===== config.mk =====
export PLATFORM = sky130hd
export DESIGN_NAME = lcd_text_ctrl
export DESIGN_NICKNAME = d
export VERILOG_FILES = /design/src/rtl/lcd_text_ctrl.sv
export SDC_FILE = /design/constraint.sdc
export NUM_CORES = 1
export LEC_CHECK = 0
export BUFFER_PORTS_ARGS = -buffer_cell sky130_fd_sc_hd__buf_2
export CORE_ASPECT_RATIO = 0.7
export CORE_UTILIZATION = 46
export DETAILED_ROUTE_END_ITERATION = 7
export PLACE_DENSITY_LB_ADDON = 0.05
export SETUP_SLACK_MARGIN = 0.15
export SLEW_MARGIN = 20
export SYNTH_ARGS = -nofsm -noshare
export SYNTH_HDL_FRONTEND = slang
export SYNTH_SLANG_ARGS = --single-unit

===== constraint.sdc =====
create_clock -name clk -period 5.4 [get_ports clk]
set_input_delay 1.08 -clock clk [delete_from_list [all_inputs] [get_ports clk]]
set_output_delay 1.08 -clock clk [all_outputs]
set_load 0.03 [all_outputs]

===== src/rtl/lcd_text_ctrl.sv =====
// rtl/lcd_text_ctrl.sv - HD44780-class character LCD controller with a ROWS x COLS text buffer
// Runs the power-on init once, then redraws the whole panel whenever the buffer is dirty.
module lcd_text_ctrl #(
  parameter int ROWS      = 2,
  parameter int COLS      = 16,
  parameter int EN_CYCLES = 16,
  parameter int CMD_DLY   = 262142,
  parameter int CLR_DLY   = 1048568,
  parameter bit BLON_VAL  = 1'b0,
  localparam int RW = (ROWS > 1) ? $clog2(ROWS) : 1,
  localparam int CW = (COLS > 1) ? $clog2(COLS) : 1
) (
  input  logic          clk,
  input  logic          rst_n,
  input  logic          wr_en,
  input  logic [RW-1:0] wr_row,
  input  logic [CW-1:0] wr_col,
  input  logic [7:0]    wr_char,
  input  logic          refresh_req,
  output logic          busy,
  output logic [7:0]    LCD_DATA,
  output logic          LCD_RS,
  output logic          LCD_EN,
  output logic          LCD_RW,
  output logic          LCD_ON,
  output logic          LCD_BLON
);

  localparam int PW      = $clog2(COLS + 1);
  localparam int MAX_DLY = (CMD_DLY > CLR_DLY) ? CMD_DLY : CLR_DLY;
  localparam int MAX_CNT = (MAX_DLY > EN_CYCLES) ? MAX_DLY : EN_CYCLES;
  localparam int TW      = $clog2(MAX_CNT + 1);

  typedef enum logic [1:0] {ST_INIT, ST_DRAW, ST_IDLE} state_t;
  typedef enum logic [1:0] {PH_START, PH_SETUP, PH_PULSE, PH_WAIT} phase_t;

  state_t        r_state, w_state_n;
  phase_t        r_phase;
  logic [1:0]    r_init_idx, w_init_idx_n;
  logic [RW-1:0] r_row, w_row_n;
  logic [PW-1:0] r_pos, w_pos_n;
  logic [TW-1:0] r_cnt;
  logic          r_dirty;
  logic          r_clr;
  logic [7:0]    r_buf [ROWS][COLS];

  logic          w_load, w_frame_start, w_wait_done;
  logic          w_wr_ok, w_set_dirty;
  logic [7:0]    w_byte;
  logic          w_rs, w_is_clr;
  logic [CW-1:0] w_rd_col;
  logic [1:0]    w_row2;

  assign w_wait_done = (r_phase == PH_WAIT) && (r_cnt == '0);
  assign w_wr_ok     = wr_en && (int'(wr_row) < ROWS) && (int'(wr_col) < COLS);
  assign w_set_dirty = w_wr_ok || refresh_req;

  // r_pos 0 is the row address command, 1..COLS are the character cells.
  always_comb begin
    w_state_n     = r_state;
    w_init_idx_n  = r_init_idx;
    w_row_n       = r_row;
    w_pos_n       = r_pos;
    w_load        = 1'b0;
    w_frame_start = 1'b0;
    case (r_state)
      ST_INIT: begin
        if (r_phase == PH_START) begin
          w_load = 1'b1;
        end else if (w_wait_done) begin
          w_load = 1'b1;
          if (r_init_idx == 2'd3) begin
            w_state_n     = ST_DRAW;
            w_row_n       = '0;
            w_pos_n       = '0;
            w_frame_start = 1'b1;
          end else begin
            w_init_idx_n = r_init_idx + 2'd1;
          end
        end
      end
      ST_DRAW: begin
        if (w_wait_done) begin
          if (r_pos != PW'(COLS)) begin
            w_pos_n = r_pos + PW'(1);
            w_load  = 1'b1;
          end else if (r_row != RW'(ROWS - 1)) begin
            w_row_n = r_row + RW'(1);
            w_pos_n = '0;
            w_load  = 1'b1;
          end else if (r_dirty) begin
            w_row_n       = '0;
            w_pos_n       = '0;
            w_load        = 1'b1;
            w_frame_start = 1'b1;
          end else begin
            w_state_n = ST_IDLE;
          end
        end
      end
      ST_IDLE: begin
        if (r_dirty) begin
          w_state_n     = ST_DRAW;
          w_row_n       = '0;
          w_pos_n       = '0;
          w_load        = 1'b1;
          w_frame_start = 1'b1;
        end
      end
      default: w_state_n = ST_INIT;
    endcase
  end

  // Byte selected from the next sequence position; buffer read happens on the SETUP edge.
  always_comb begin
    w_byte   = 8'h00;
    w_rs     = 1'b0;
    w_is_clr = 1'b0;
    w_rd_col = CW'(w_pos_n - PW'(1));
    w_row2   = 2'(w_row_n);
    if (w_state_n == ST_INIT) begin
      case (w_init_idx_n)
        2'd0:    w_byte = 8'h38;
        2'd1:    w_byte = 8'h0C;
        2'd2: begin
          w_byte   = 8'h01;
          w_is_clr = 1'b1;
        end
        default: w_byte = 8'h06;
      endcase
    end else if (w_pos_n == '0) begin
      case (w_row2)
        2'd0:    w_byte = 8'h80;
        2'd1:    w_byte = 8'hC0;
        2'd2:    w_byte = 8'h80 | 8'(COLS);
        default: w_byte = 8'h80 | (8'h40 + 8'(COLS));
      endcase
    end else begin
      w_byte = r_buf[w_row_n][w_rd_col];
      w_rs   = 1'b1;
    end
  end

  always_ff @(posedge clk or negedge rst_n) begin
    if (!rst_n) begin
      r_state    <= ST_INIT;
      r_init_idx <= '0;
      r_row      <= '0;
      r_pos      <= '0;
    end else begin
      r_state    <= w_state_n;
      r_init_idx <= w_init_idx_n;
      r_row      <= w_row_n;
      r_pos      <= w_pos_n;
    end
  end

  // Byte engine: SETUP (1) -> PULSE (EN_CYCLES) -> WAIT (CMD_DLY or CLR_DLY).
  always_ff @(posedge clk or negedge rst_n) begin
    if (!rst_n) begin
      r_phase  <= PH_START;
      r_cnt    <= '0;
      r_clr    <= 1'b0;
      LCD_EN   <= 1'b0;
      LCD_RS   <= 1'b0;
      LCD_DATA <= 8'h00;
    end else if (w_load) begin
      LCD_DATA <= w_byte;
      LCD_RS   <= w_rs;
      r_clr    <= w_is_clr;
      LCD_EN   <= 1'b0;
      r_phase  <= PH_SETUP;
      r_cnt    <= '0;
    end else begin
      case (r_phase)
        PH_SETUP: begin
          LCD_EN  <= 1'b1;
          r_phase <= PH_PULSE;
          r_cnt   <= TW'(EN_CYCLES - 1);
        end
        PH_PULSE: begin
          if (r_cnt == '0) begin
            LCD_EN  <= 1'b0;
            r_phase <= PH_WAIT;
            r_cnt   <= r_clr ? TW'(CLR_DLY - 1) : TW'(CMD_DLY - 1);
          end else begin
            r_cnt <= r_cnt - TW'(1);
          end
        end
        PH_WAIT: begin
          if (r_cnt == '0) r_phase <= PH_START;
          else             r_cnt   <= r_cnt - TW'(1);
        end
        default: r_phase <= PH_START;
      endcase
    end
  end

  // A write or refresh in the frame-start cycle wins, guaranteeing one more frame.
  always_ff @(posedge clk or negedge rst_n) begin
    if (!rst_n) begin
      r_dirty <= 1'b0;
      for (int r = 0; r < ROWS; r++)
        for (int c = 0; c < COLS; c++)
          r_buf[r][c] <= 8'h20;
    end else begin
      if (w_wr_ok) r_buf[wr_row][wr_col] <= wr_char;
      if (w_set_dirty)        r_dirty <= 1'b1;
      else if (w_frame_start) r_dirty <= 1'b0;
    end
  end

  assign busy     = (r_state != ST_IDLE);
  assign LCD_RW   = 1'b0;
  assign LCD_ON   = 1'b1;
  assign LCD_BLON = BLON_VAL;

endmodule


==> impl_metrics.env, run 1 <==
export IMPL_run_status="complete, no violations"
export IMPL_power_net_switching_uw=1370
export IMPL_max_slew_headroom_pct=18.8
export IMPL_report_final_slew_viol_count=0
export IMPL_power_per_cell_area_mw_per_mm2=351
export IMPL_rsz_0062_raised_after_global_routing="no"
export IMPL_drt_antenna_violating_nets=0
export IMPL_worst_clock_skew_ps=19.5
export IMPL_avgViaCountPerCell=5.93
export IMPL_timing_worst_slew_pin_value_ps=1210
export IMPL_floorplan_die_width_um=217
export IMPL_place_hpwl_mm=25.7
export IMPL_netSwitchingFraction_pct=23.7
export IMPL_synth_warnings=0
export IMPL_critPathKind="flop to flop"
export IMPL_power_report_internal_total_uw=4430
export IMPL_grt_util_met1_pct=40.1
export IMPL_syn_to_final_growth_pct=11.2
export IMPL_synth_seq_cells=300
export IMPL_yosysTopAreaCellShare_pct=45.0
export IMPL_timing_hold_worst_endpoint="r_buf[179]"
export IMPL_numCtsBuffers=31
export IMPL_power_share_sequential_pct=48.8
export IMPL_timing_rr_end="LCD_DATA[2]"
export IMPL_whs_path_depth=1
export IMPL_global_route_usage_met2_pct=32.7
export IMPL_clock_sinks=300
export IMPL_timing_setup_tns_ps=0
export IMPL_syn_instance_count=1166
export IMPL_cts_hold_fix_buffers=0
export IMPL_design_die_area_mm2=0.0331
export IMPL_synth_main_ff_cell="sky130_fd_sc_hd__dfrtp_1"
export IMPL_grtUsageTotal_pct=24.1
export IMPL_synth_area_per_cell_um2=12.8
export IMPL_fin_nets=1198
export IMPL_clock_tree_buffer_depth=3
export IMPL_worstHoldStart="r_buf[179]"
export IMPL_layout_worst_path_cycle_share_pct=83.6
export IMPL_root_buffer="sky130_fd_sc_hd__clkbuf_16"
export IMPL_achievable_frequency_mhz=221
export IMPL_detail_route_wl_per_cell_um=23.9
export IMPL_placementRows=54
export IMPL_timing_critical_path_required_ps=5820
export IMPL_initial_core_util_pct=47.3
export IMPL_synth_cell_type_count=64
export IMPL_post_route_min_period_ps=4520
export IMPL_fp_dieH_um=153
export IMPL_boundaryPins=31
export IMPL_worst_ir_drop_vdd_uv=246
export IMPL_synthArstFlopShare_pct=100
export IMPL_p_comb_share_pct=12.3
export IMPL_finalWeightedCongestion=0.827
export IMPL_number_of_enable_type_register_cells_in_the_synthesized_netlist=0
export IMPL_seq_area_frac_synth_pct=50.7
export IMPL_via_count_of_the_first_global_routing_pass=9337
export IMPL_finalWirelength_mm=38.7
export IMPL_finalSetupViolCount=0
export IMPL_postCtsSetupBuffers=0
export IMPL_grt_pass1_wl_mm=60.5
export IMPL_worstPathArrival_ps=4930
export IMPL_met3_usage_pct=3.89
export IMPL_setup_reg_to_reg_worst_slack_ps=880
export IMPL_r2r_worst_path_cells=15
export IMPL_synth_area_top_cells="sky130_fd_sc_hd__dfrtp_1 (45%), sky130_fd_sc_hd__mux2_2 (19%), sky130_fd_sc_hd__mux2i_1 (8.0%), sky130_fd_sc_hd__dfstp_2 (5.6%), sky130_fd_sc_hd__mux4_2 (5.6%)"
export IMPL_layout_drive_gt1_share_pct=37.9
export IMPL_p_clk_share_pct=38.9
export IMPL_classification_of_the_worst_slack_hold_path="flop to flop"
export IMPL_initial_antenna_violation_count=3
export IMPL_htree_num_levels=1
export IMPL_final_hold_violation_count=0
export IMPL_setup_slack_ps=884
export IMPL_post_dp_cell_area_mm2=0.0155
export IMPL_share_of_the_core_filled_with_cells_pct=52.6
export IMPL_coreArea_mm2=0.0315
export IMPL_cts_tree="yes"
export IMPL_r2r_start="r_cnt[0]"
export IMPL_top_usage_layer="met1"
export IMPL_worst_hold_slack_ps=503
export IMPL_cts_resized=0
export IMPL_critical_path_max_fanout=9
export IMPL_post_route_cell_area_mm2=0.0166
export IMPL_remaining_drc_errors=0
export IMPL_drtIter0Drc=762
export IMPL_type_of_destination_of_the_critical_path="flop"
export IMPL_synth_area_mm2=0.0149
export IMPL_global_route_overflow_total=0
export IMPL_grt_max_degree=112
export IMPL_max_cap_viols=0
export IMPL_static_leakage_power_uw=0.00688
export IMPL_netlist_top_cell_by_area="sky130_fd_sc_hd__dfrtp_1"
export IMPL_num_vias=9571
export IMPL_io_buffer_count=27
export IMPL_drt_first_pass_iters=7
export IMPL_clk_pin_slew_worst_paths_ps=60
export IMPL_pre_cts_ws_ps=1050
export IMPL_cp_start_kind="flop"
export IMPL_clk_latency_ps=570
-- cell usage in the layout, fill, tap and decap left out, types with 5 or more instances in the layout --
cell type	count
sky130_fd_sc_hd__a21o_1	5
sky130_fd_sc_hd__nand3_1	20
sky130_fd_sc_hd__nand2b_1	9
sky130_fd_sc_hd__o22ai_1	9
sky130_fd_sc_hd__clkbuf_1	5
sky130_fd_sc_hd__a22oi_1	5
sky130_fd_sc_hd__mux2_2	256
sky130_fd_sc_hd__inv_1	17
sky130_fd_sc_hd__buf_4	24
sky130_fd_sc_hd__dfstp_2	32
sky130_fd_sc_hd__a21oi_1	41
sky130_fd_sc_hd__mux2i_1	119
sky130_fd_sc_hd__nand4_1	5
sky130_fd_sc_hd__a31oi_1	12
sky130_fd_sc_hd__mux4_2	37
sky130_fd_sc_hd__nor3_1	12
sky130_fd_sc_hd__dfrtp_1	268
sky130_fd_sc_hd__clkbuf_8	9
sky130_fd_sc_hd__nor2_1	64
sky130_fd_sc_hd__or4_1	7
sky130_fd_sc_hd__nand2_1	57
sky130_fd_sc_hd__nor2b_1	6
sky130_fd_sc_hd__clkbuf_16	31
sky130_fd_sc_hd__ha_1	10
sky130_fd_sc_hd__buf_2	26
sky130_fd_sc_hd__o21ai_0	19
sky130_fd_sc_hd__o31ai_1	5
sky130_fd_sc_hd__clkinv_2	5
sky130_fd_sc_hd__nor4_1	5
sky130_fd_sc_hd__nor4_2	5
-- critical path, stage by stage (launching register included) --
cell and delay, ps:
sky130_fd_sc_hd__dfrtp_1 430, sky130_fd_sc_hd__inv_1 110, sky130_fd_sc_hd__ha_1 150, sky130_fd_sc_hd__nor4b_1 540, sky130_fd_sc_hd__and4b_1 430, sky130_fd_sc_hd__nand2_2 130, sky130_fd_sc_hd__o311ai_0 450, sky130_fd_sc_hd__o21ai_0 230
sky130_fd_sc_hd__inv_1 130, sky130_fd_sc_hd__ha_1 490, sky130_fd_sc_hd__buf_4 280, sky130_fd_sc_hd__mux4_2 310, sky130_fd_sc_hd__nand2_1 90, sky130_fd_sc_hd__nand3_1 120, sky130_fd_sc_hd__a31oi_1 360, sky130_fd_sc_hd__a31oi_1 140
-- routing by layer --
layer,vias to the layer above,routed length (um)
met4,0,568
met1,5004,20000
met5,-,0
met2,254,15900
li1,4269,-
met3,44,2160
-- registers in the layout (all words and copies together) (netlist names) --
register	flops
r_cnt	20
LCD_RS	1
r_init_idx	2
r_state	2
LCD_EN	1
r_dirty	1
r_buf	256
r_row	1
LCD_DATA	8
r_pos	5
r_phase	2
r_clr	1
-- cell families (layout without fill, tap and decap cells) --
| kind of cell | after synthesis | count (layout) | synth area share (%) |
|---|---|---|---|
| buffers and inverters | 101 | 128 | 2.96 |
| multiplexers | 412 | 412 | 32.9 |
| adder cells (fa/ha/maj) | 10 | 10 | 0.840 |
| flip-flops | 300 | 300 | 50.7 |
| AND/OR/NAND/NOR | 219 | 219 | 7.36 |
| AO/OA/AOI/OAI | 119 | 119 | 4.94 |
| other | 2 | 4 | 0.0504 |
| XOR/XNOR | 3 | 3 | 0.227 |
-- metrics by stage --
stage,total power (uW),cells
floorplan,3360,1167
global placement,3570,1558
detailed placement,3590,1558
CTS,5880,1614
global route,6080,1614
finish,5810,1615
-- area by class of cell --
| class | instances | area, um^2 |
|---|---|---|
| fill | 2739 | 14900 |
| sequential | 300 | 7550 |
| multi-input combinational | 766 | 6970 |
| clock buffer | 45 | 918 |
| tap | 420 | 526 |
| timing repair buffer | 53 | 365 |
| clock inverter | 11 | 160 |
| inverter | 19 | 71.3 |
| antenna | 1 | 2.50 |
-- power by group through the flow --
stage | logic (uW) | registers (uW) | clock network, uW
after detailed placement | 722 | 2870 | 0
after global placement | 702 | 2870 | 0
after floorplan | 542 | 2820 | 0
final | 711 | 2840 | 2260
after CTS | 723 | 2830 | 2320
after global routing | 783 | 2880 | 2410
-- synthesized netlist by cell type (3+ instances only) --
cell,n
sky130_fd_sc_hd__buf_2,16
sky130_fd_sc_hd__mux4_2,37
sky130_fd_sc_hd__inv_1,17
sky130_fd_sc_hd__a21oi_1,42
sky130_fd_sc_hd__buf_6,3
sky130_fd_sc_hd__mux2_2,256
sky130_fd_sc_hd__nor2_1,65
sky130_fd_sc_hd__or2_2,4
sky130_fd_sc_hd__a22oi_1,5
sky130_fd_sc_hd__nor4_1,8
sky130_fd_sc_hd__nand3b_1,4
sky130_fd_sc_hd__dfstp_2,32
sky130_fd_sc_hd__o21ai_0,19
sky130_fd_sc_hd__buf_4,5
sky130_fd_sc_hd__o22ai_1,9
sky130_fd_sc_hd__clkbuf_1,56
sky130_fd_sc_hd__or4_1,7
sky130_fd_sc_hd__ha_1,10
sky130_fd_sc_hd__dfrtp_1,268
sky130_fd_sc_hd__o31ai_1,5
sky130_fd_sc_hd__nand2b_1,9
sky130_fd_sc_hd__nand4_1,5
sky130_fd_sc_hd__nand2_1,57
sky130_fd_sc_hd__nor2b_1,7
sky130_fd_sc_hd__nand3_1,21
sky130_fd_sc_hd__mux2i_1,119
sky130_fd_sc_hd__a21o_1,5
sky130_fd_sc_hd__nor3_1,14
sky130_fd_sc_hd__a31oi_1,12
-- how the worst max path moves through the flow --
stage	from	to	slack (ps)
6_report	r_cnt[0]	LCD_DATA[2]	880
2_1_floorplan	r_cnt[0]	LCD_DATA[7]	1580
5_1_grt	r_cnt[0]	LCD_DATA[2]	580
3_3_place_gp	r_cnt[0]	LCD_DATA[2]	1140
3_5_place_dp	r_cnt[0]	LCD_DATA[2]	1050
4_1_cts	r_cnt[0]	LCD_DATA[2]	990
Note: power is estimated with default switching activity, not from simulation.
==> inputs of run 2 (changes only) <==
==> constraint.sdc (replaced) <==
create_clock -name clk -period 4.38 [get_ports clk]
set_input_delay 0.876 -clock clk [delete_from_list [all_inputs] [get_ports clk]]
set_output_delay 0.876 -clock clk [all_outputs]
set_load 0.03 [all_outputs]
==> run 2 against run 1 <==
Against the previous run:
- core utilization grew 0.091 points
- global-route usage shrank 0.36 points
- final cell count grew 0.74%
- non-clock buffer count grew 14
- first-iteration DRC count grew 30%
- die area is the same
- total power grew 20%
- critical endpoint is now LCD_DATA[7]
- largest cell class unchanged
- highest routed layer unchanged
==> impl_metrics.env, run 2 (synthesized netlist as in run 1, its figures left out) <==
export IMPL_cts_hold_fix_buffers=0
export IMPL_grt_max_degree=100
export IMPL_fill_cells=2785
export IMPL_remaining_drc_errors=0
export IMPL_postCtsSetupBuffers=0
export IMPL_layout_worst_path_cycle_share_pct=89.7
export IMPL_finalSetupViolCount=0
export IMPL_run_status="complete, no violations"
export IMPL_detail_route_wl_per_cell_um=23.5
export IMPL_antenna_diodes=0
export IMPL_pre_cts_ws_ps=241
export IMPL_fp_dieH_um=153
export IMPL_drt_antenna_violating_nets=0
export IMPL_fin_nets=1211
export IMPL_cp_start_kind="flop"
export IMPL_power_per_cell_area_mw_per_mm2=420
export IMPL_post_route_cell_area_mm2=0.0166
export IMPL_layout_drive_gt1_share_pct=37.7
export IMPL_initial_antenna_violation_count=1
export IMPL_clock_tree_buffer_depth=3
export IMPL_clk_latency_ps=570
export IMPL_htree_num_levels=1
export IMPL_clock_sinks=300
export IMPL_static_leakage_power_uw=0.00690
export IMPL_global_route_overflow_total=0
export IMPL_rsz_0062_raised_after_global_routing="no"
export IMPL_max_slew_headroom_pct=26.3
export IMPL_timing_rr_end="LCD_DATA[7]"
export IMPL_avgViaCountPerCell=5.91
export IMPL_final_hold_violation_count=0
export IMPL_floorplan_die_width_um=217
export IMPL_via_count_of_the_first_global_routing_pass=9443
export IMPL_timing_critical_path_required_ps=4880
export IMPL_setup_slack_ps=451
export IMPL_drt_first_pass_iters=5
export IMPL_r2r_worst_path_cells=12
export IMPL_worst_ir_drop_vdd_uv=358
export IMPL_finalWeightedCongestion=0.874
export IMPL_type_of_destination_of_the_critical_path="flop"
export IMPL_cts_tree="yes"
export IMPL_r2r_start="r_cnt[14]"
export IMPL_place_hpwl_mm=25.4
export IMPL_largest_register_ff_count=256
export IMPL_classification_of_the_worst_slack_hold_path="input pin to asynchronous set/reset pin"
export IMPL_root_buffer="sky130_fd_sc_hd__clkbuf_16"
export IMPL_timing_worst_slew_pin_value_ps=1100
export IMPL_drtIter0Drc=987
export IMPL_clk_pin_slew_worst_paths_ps=70
export IMPL_syn_to_final_growth_pct=11.4
export IMPL_io_buffer_count=27
export IMPL_coreArea_mm2=0.0315
export IMPL_report_final_slew_viol_count=0
export IMPL_placementRows=54
export IMPL_achievable_frequency_mhz=255
export IMPL_biggestRegsByFlops="r_buf: 256 flops, r_cnt: 20 flops, LCD_DATA: 8 flops"
export IMPL_critical_path_max_fanout=15
export IMPL_num_vias=9622
export IMPL_numCtsBuffers=30
export IMPL_worstPathArrival_ps=4430
export IMPL_setup_reg_to_reg_worst_slack_ps=450
export IMPL_setup_worst_path_end="LCD_DATA[7]"
export IMPL_design_die_area_mm2=0.0331
export IMPL_grt_pass1_wl_mm=60.1
export IMPL_post_route_min_period_ps=3930
export IMPL_worst_hold_slack_ps=362
export IMPL_worst_clock_skew_ps=18.8
export IMPL_post_place_cells=1572
export IMPL_final_cells=1627
export IMPL_final_cell_mix="sky130_fd_sc_hd__dfrtp_1 (268), sky130_fd_sc_hd__mux2_2 (256), sky130_fd_sc_hd__mux2i_1 (119)"
export IMPL_grtUsageTotal_pct=23.8
export IMPL_post_dp_cell_area_mm2=0.0156
export IMPL_boundaryPins=31
export IMPL_critical_path_startpoint="r_cnt[14]"
export IMPL_register_with_the_highest_flop_count="r_buf"
export IMPL_cts_resized=0
export IMPL_timing_setup_tns_ps=0
export IMPL_layout_commonest_cell="sky130_fd_sc_hd__dfrtp_1"
export IMPL_max_cap_viols=0
export IMPL_critPathKind="flop to flop"
export IMPL_initial_core_util_pct=47.3
export IMPL_finalWirelength_mm=38.3
==> run 2: per-layer routing <==
metal,GRT usage [%],routed length (um),share of wire (%)
met5,0,0,0
met4,3.96,529,1.4
met3,3.63,1840,4.8
met2,32.3,15700,41
met1,39.7,20200,53
==> run 2: worst min path at each step <==
stage	slack, ps	start	cells past startpoint	to
global placement	470	LCD_RS	2	LCD_RS
floorplan	470	r_buf[177]	1	r_buf[177]
CTS	380	rst_n	1	r_buf[75]
finish	360	rst_n	1	r_buf[75]
global route	410	rst_n	1	r_buf[193]
detailed placement	460	LCD_RS	2	LCD_RS
==> run 2: layout make-up <==
class	instances	area, um^2	area share, %
flip-flops and latches	300	7550	45.5
multi-input cells	766	6970	42.0
clock buffers	51	921	5.55
well taps	420	526	3.17
repair buffers	67	508	3.06
inverters	19	71.3	0.430
clock inverters	4	47.5	0.287
==> run 2: through the flow <==
| step | utilization (%) | total power (uW) |
|---|---|---|
| after floorplan | - | 4140 |
| after global placement | 49.6 | 4420 |
| after detailed placement | 49.6 | 4450 |
| after CTS | 52.6 | 7040 |
| after global routing | 52.7 | 7290 |
| final | 52.7 | 6960 |
==> run 2: worst max-delay path: stages (launching register included) <==
cell                      delay (ps)
sky130_fd_sc_hd__dfrtp_1         430
sky130_fd_sc_hd__or4_4           580
sky130_fd_sc_hd__and4b_1         320
sky130_fd_sc_hd__buf_4           220
sky130_fd_sc_hd__nand3_1         150
sky130_fd_sc_hd__o21ai_0         280
sky130_fd_sc_hd__inv_1           110
sky130_fd_sc_hd__ha_2            660
sky130_fd_sc_hd__buf_4           290
sky130_fd_sc_hd__mux4_2          320
sky130_fd_sc_hd__mux2i_1         230
sky130_fd_sc_hd__o22ai_1         130
sky130_fd_sc_hd__a21oi_1         130
==> run 2: power breakdown <==
part	leakage [uW]	switching (uW)	total, uW	internal, uW
registers	0.00370	231	3500	3270
clock network	0.000470	1090	2560	1480
logic	0.00273	379	897	518
total	0.00690	1700	6960	5270
==> inputs of run 3 (changes only) <==
--- a/config.mk
+++ b/config.mk
@@ -5,9 +5,11 @@
 export SDC_FILE = /design/constraint.sdc
 export NUM_CORES = 1
 export LEC_CHECK = 0
+export ABC_AREA = 1
 export BUFFER_PORTS_ARGS = -buffer_cell sky130_fd_sc_hd__buf_2
 export CORE_ASPECT_RATIO = 0.7
 export CORE_UTILIZATION = 46
+export CTS_BUF_LIST = sky130_fd_sc_hd__clkbuf_16
 export DETAILED_ROUTE_END_ITERATION = 7
 export PLACE_DENSITY_LB_ADDON = 0.05
 export SETUP_SLACK_MARGIN = 0.15
==> run 3 against run 2 <==
Against the previous run:
- via count up 35%
- register-to-register slack better by 200 ps
- die area up 0.35%
- critical path depth up 7
- critical path type unchanged
- final cell count up 43%
- non-clock buffer count down 14
- count of clock-buffer cells in the layout down 14
- flip-flop and latch count unchanged
- worst setup slack better by 200 ps
==> impl_metrics.env, run 3 <==
export IMPL_clock_tree_buffer_depth=3
export IMPL_crit_path_frequent_cell="sky130_fd_sc_hd__nand3_1"
export IMPL_global_route_overflow_total=0
export IMPL_remaining_drc_errors=0
export IMPL_coreArea_mm2=0.0316
export IMPL_achievable_frequency_mhz=268
export IMPL_finalSetupViolCount=0
export IMPL_max_stage_delay_on_crit_path_ps=390
export IMPL_static_leakage_power_uw=0.00745
export IMPL_initial_core_util_pct=47.4
export IMPL_timing_setup_tns_ps=0
export IMPL_power_per_cell_area_mw_per_mm2=441
export IMPL_cpLargestDelayFamily="simple AND/OR/NAND/NOR gates"
export IMPL_biggestRegsByFlops="r_buf: 256 flops, r_cnt: 20 flops, LCD_DATA: 8 flops"
export IMPL_fin_nets=1904
export IMPL_avgViaCountPerCell=5.60
export IMPL_drt_first_pass_iters=5
export IMPL_syn_instance_count=1913
export IMPL_syn_to_final_growth_pct=10.2
export IMPL_place_hpwl_mm=29.7
export IMPL_run_status="complete, no violations"
export IMPL_synth_adder_area_share_pct=0.837
export IMPL_seq_area_frac_synth_pct=50.5
export IMPL_boundaryPins=31
export IMPL_worstPathArrival_ps=4140
export IMPL_drtIter0Drc=1685
export IMPL_numCtsBuffers=34
export IMPL_io_buffer_count=27
export IMPL_detail_route_wl_per_cell_um=20.1
export IMPL_clock_sinks=300
export IMPL_antenna_diodes=0
export IMPL_classification_of_the_worst_slack_hold_path="input pin to asynchronous set/reset pin"
export IMPL_critical_path_startpoint="r_cnt[0]"
export IMPL_synth_mux_area_share_pct=0
export IMPL_via_count_of_the_first_global_routing_pass=11800
export IMPL_number_of_enable_type_register_cells_in_the_synthesized_netlist=0
export IMPL_share_of_the_core_filled_with_cells_pct=52.2
export IMPL_report_final_slew_viol_count=0
export IMPL_synth_main_ff_cell="sky130_fd_sc_hd__dfrtp_1"
export IMPL_critical_path_n_buffers_inverters=4
export IMPL_layout_worst_path_cycle_share_pct=85.1
export IMPL_cts_tree="yes"
export IMPL_grt_max_degree=106
export IMPL_clk_pin_slew_worst_paths_ps=60
export IMPL_netlist_top_cell_by_area="sky130_fd_sc_hd__dfrtp_1"
export IMPL_worst_clock_skew_ps=20.2
export IMPL_timing_worst_slew_pin_value_ps=1120
export IMPL_design_die_area_mm2=0.0332
export IMPL_yosysTopAreaCellShare_pct=44.9
export IMPL_worst_ir_drop_vdd_uv=421
export IMPL_largest_register_ff_count=256
export IMPL_synth_warnings=0
export IMPL_r2r_start="r_cnt[0]"
export IMPL_synthMostInstantiatedCell="sky130_fd_sc_hd__nand2_1"
export IMPL_floorplan_die_width_um=217
export IMPL_timing_critical_path_required_ps=4790
export IMPL_synth_area_per_cell_um2=7.81
export IMPL_cp_cell_sequence="inv_1, ha_1, nand2_1, nor2_1, nand4_1, clkinv_1, o21ai_1, o21ai_0, nor2_1, a21oi_4, buf_4, buf_6, nand3_1, nand3_1, nand3_1, nand2_1, nand2_1, nand3_1, nand3_1"
export IMPL_num_vias=13000
export IMPL_htree_num_levels=2
export IMPL_cts_hold_fix_buffers=0
export IMPL_synth_area_mm2=0.0149
export IMPL_finalWeightedCongestion=0.919
export IMPL_max_cap_viols=0
export IMPL_critical_path_max_fanout=42
export IMPL_finalWirelength_mm=46.6
export IMPL_post_route_min_period_ps=3730
export IMPL_drt_antenna_violating_nets=0
export IMPL_initial_antenna_violation_count=1
export IMPL_rsz_0062_raised_after_global_routing="no"
export IMPL_critPathKind="flop to flop"
export IMPL_synthArstFlopShare_pct=100
export IMPL_clk_latency_ps=530
export IMPL_max_stage_delay_cell_worst_path="sky130_fd_sc_hd__buf_6"
export IMPL_fp_dieH_um=153
export IMPL_parity_gate_share_of_the_synthesized_area_counting_xor_and_xnor_cells_pct=0.234
export IMPL_placementRows=54
export IMPL_combinational_family_with_the_most_area_after_synthesis="simple AND/OR/NAND/NOR gates"
export IMPL_type_of_destination_of_the_critical_path="flop"
export IMPL_final_cell_mix="sky130_fd_sc_hd__nand2_1 (593), sky130_fd_sc_hd__nand3_1 (287), sky130_fd_sc_hd__o21ai_0 (286)"
export IMPL_layout_commonest_cell="sky130_fd_sc_hd__nand2_1"
export IMPL_grt_pass1_wl_mm=73.5
export IMPL_root_buffer="sky130_fd_sc_hd__clkbuf_16"
export IMPL_final_hold_violation_count=0
export IMPL_synth_seq_cells=300
export IMPL_max_slew_headroom_pct=25.5
export IMPL_complex_gate_fraction_of_the_synthesized_area_pct=12.4
export IMPL_layout_drive_gt1_share_pct=8.99
export IMPL_register_with_the_highest_flop_count="r_buf"
export IMPL_synth_cell_type_count=48
export IMPL_synth_area_top_cells="sky130_fd_sc_hd__dfrtp_1 (45%), sky130_fd_sc_hd__nand2_1 (15%), sky130_fd_sc_hd__nand3_1 (9.6%), sky130_fd_sc_hd__o21ai_0 (9.6%), sky130_fd_sc_hd__dfstp_2 (5.6%)"
export IMPL_synth_common_cells="sky130_fd_sc_hd__nand2_1 (595), sky130_fd_sc_hd__nand3_1 (288), sky130_fd_sc_hd__o21ai_0 (286)"
export IMPL_grtUsageTotal_pct=28.7
export IMPL_synthSimpleGateAreaFrac_pct=29.3
export IMPL_cp_start_kind="flop"
==> run 3: changes by cell type after synthesis, moves of 11 or more <==
cell,delta
sky130_fd_sc_hd__clkbuf_1,+22
sky130_fd_sc_hd__nand3_1,+267
sky130_fd_sc_hd__mux2i_1,-119
sky130_fd_sc_hd__a21oi_1,-11
sky130_fd_sc_hd__nand3b_1,+14
sky130_fd_sc_hd__o21ai_0,+267
sky130_fd_sc_hd__inv_1,+83
sky130_fd_sc_hd__buf_2,+15
sky130_fd_sc_hd__mux4_2,-37
sky130_fd_sc_hd__nand2_1,+538
sky130_fd_sc_hd__mux2_2,-256
==> run 3: kinds of logic after synthesis <==
| logic type | Yosys count |
|---|---|
| flops | 300 |
| fa+ha+maj | 10 |
| simple gates | 1014 |
| other cells | 2 |
| buf+inv | 232 |
| xor+xnor | 4 |
| compound gates | 351 |
==> run 3: layout make-up <==
cell class	count	area, um^2
clock inverter	25	219
multi-input combinational	1382	6420
timing repair buffer	53	432
clock buffer	37	926
inverter	106	398
fill	3071	15100
tap	420	526
sequential	300	7550
==> run 3: through the flow <==
step,cells,power (uW),worst slack [ps],hold WS [ps],cell area (um^2)
2_1_floorplan,1914,4040,1180,444,14900
3_3_place_gp,2261,4320,677,457,15300
3_5_place_dp,2261,4340,680,465,15300
4_1_cts,2323,7310,639,456,16500
5_1_grt,2323,7640,259,485,16500
6_report,2323,7260,654,394,16500
==> run 3: layer usage <==
layer | vias up | wire length (um) | GRT usage [%]
met3 | 51 | 3980 | 6.25
met5 | - | 0 | 0
met2 | 445 | 18100 | 36.9
li1 | 6218 | - | -
met1 | 6303 | 23800 | 47.9
met4 | 0 | 726 | 5.80
==> run 3: worst paths after layout <==
path	depth (start not counted)	endpoint	slack (ps)
worst max register to register	19	LCD_DATA[0]	650
worst min-delay path	1	r_buf[244]	390
worst min register to register	2	r_buf[175]	480
worst max-delay path	19	LCD_DATA[0]	650
max in group asynchronous	2	r_buf[173]	2920
min in group clk	2	r_buf[175]	480
==> run 3: what timing repair did <==
action | in CTS | in global routing
setup buffers | 0 | 0
resized for setup | 0 | 1
setup endpoints to repair | 0 | 1
endpoints found under the hold margin | 0 | 0
==> run 3: report_power, final <==
part           switching (uW)  internal (uW)  total, uW
Clock                    1200           1760       2960
Sequential                230           3250       3480
Combinational             496            324        820
Total                    1930           5340       7260
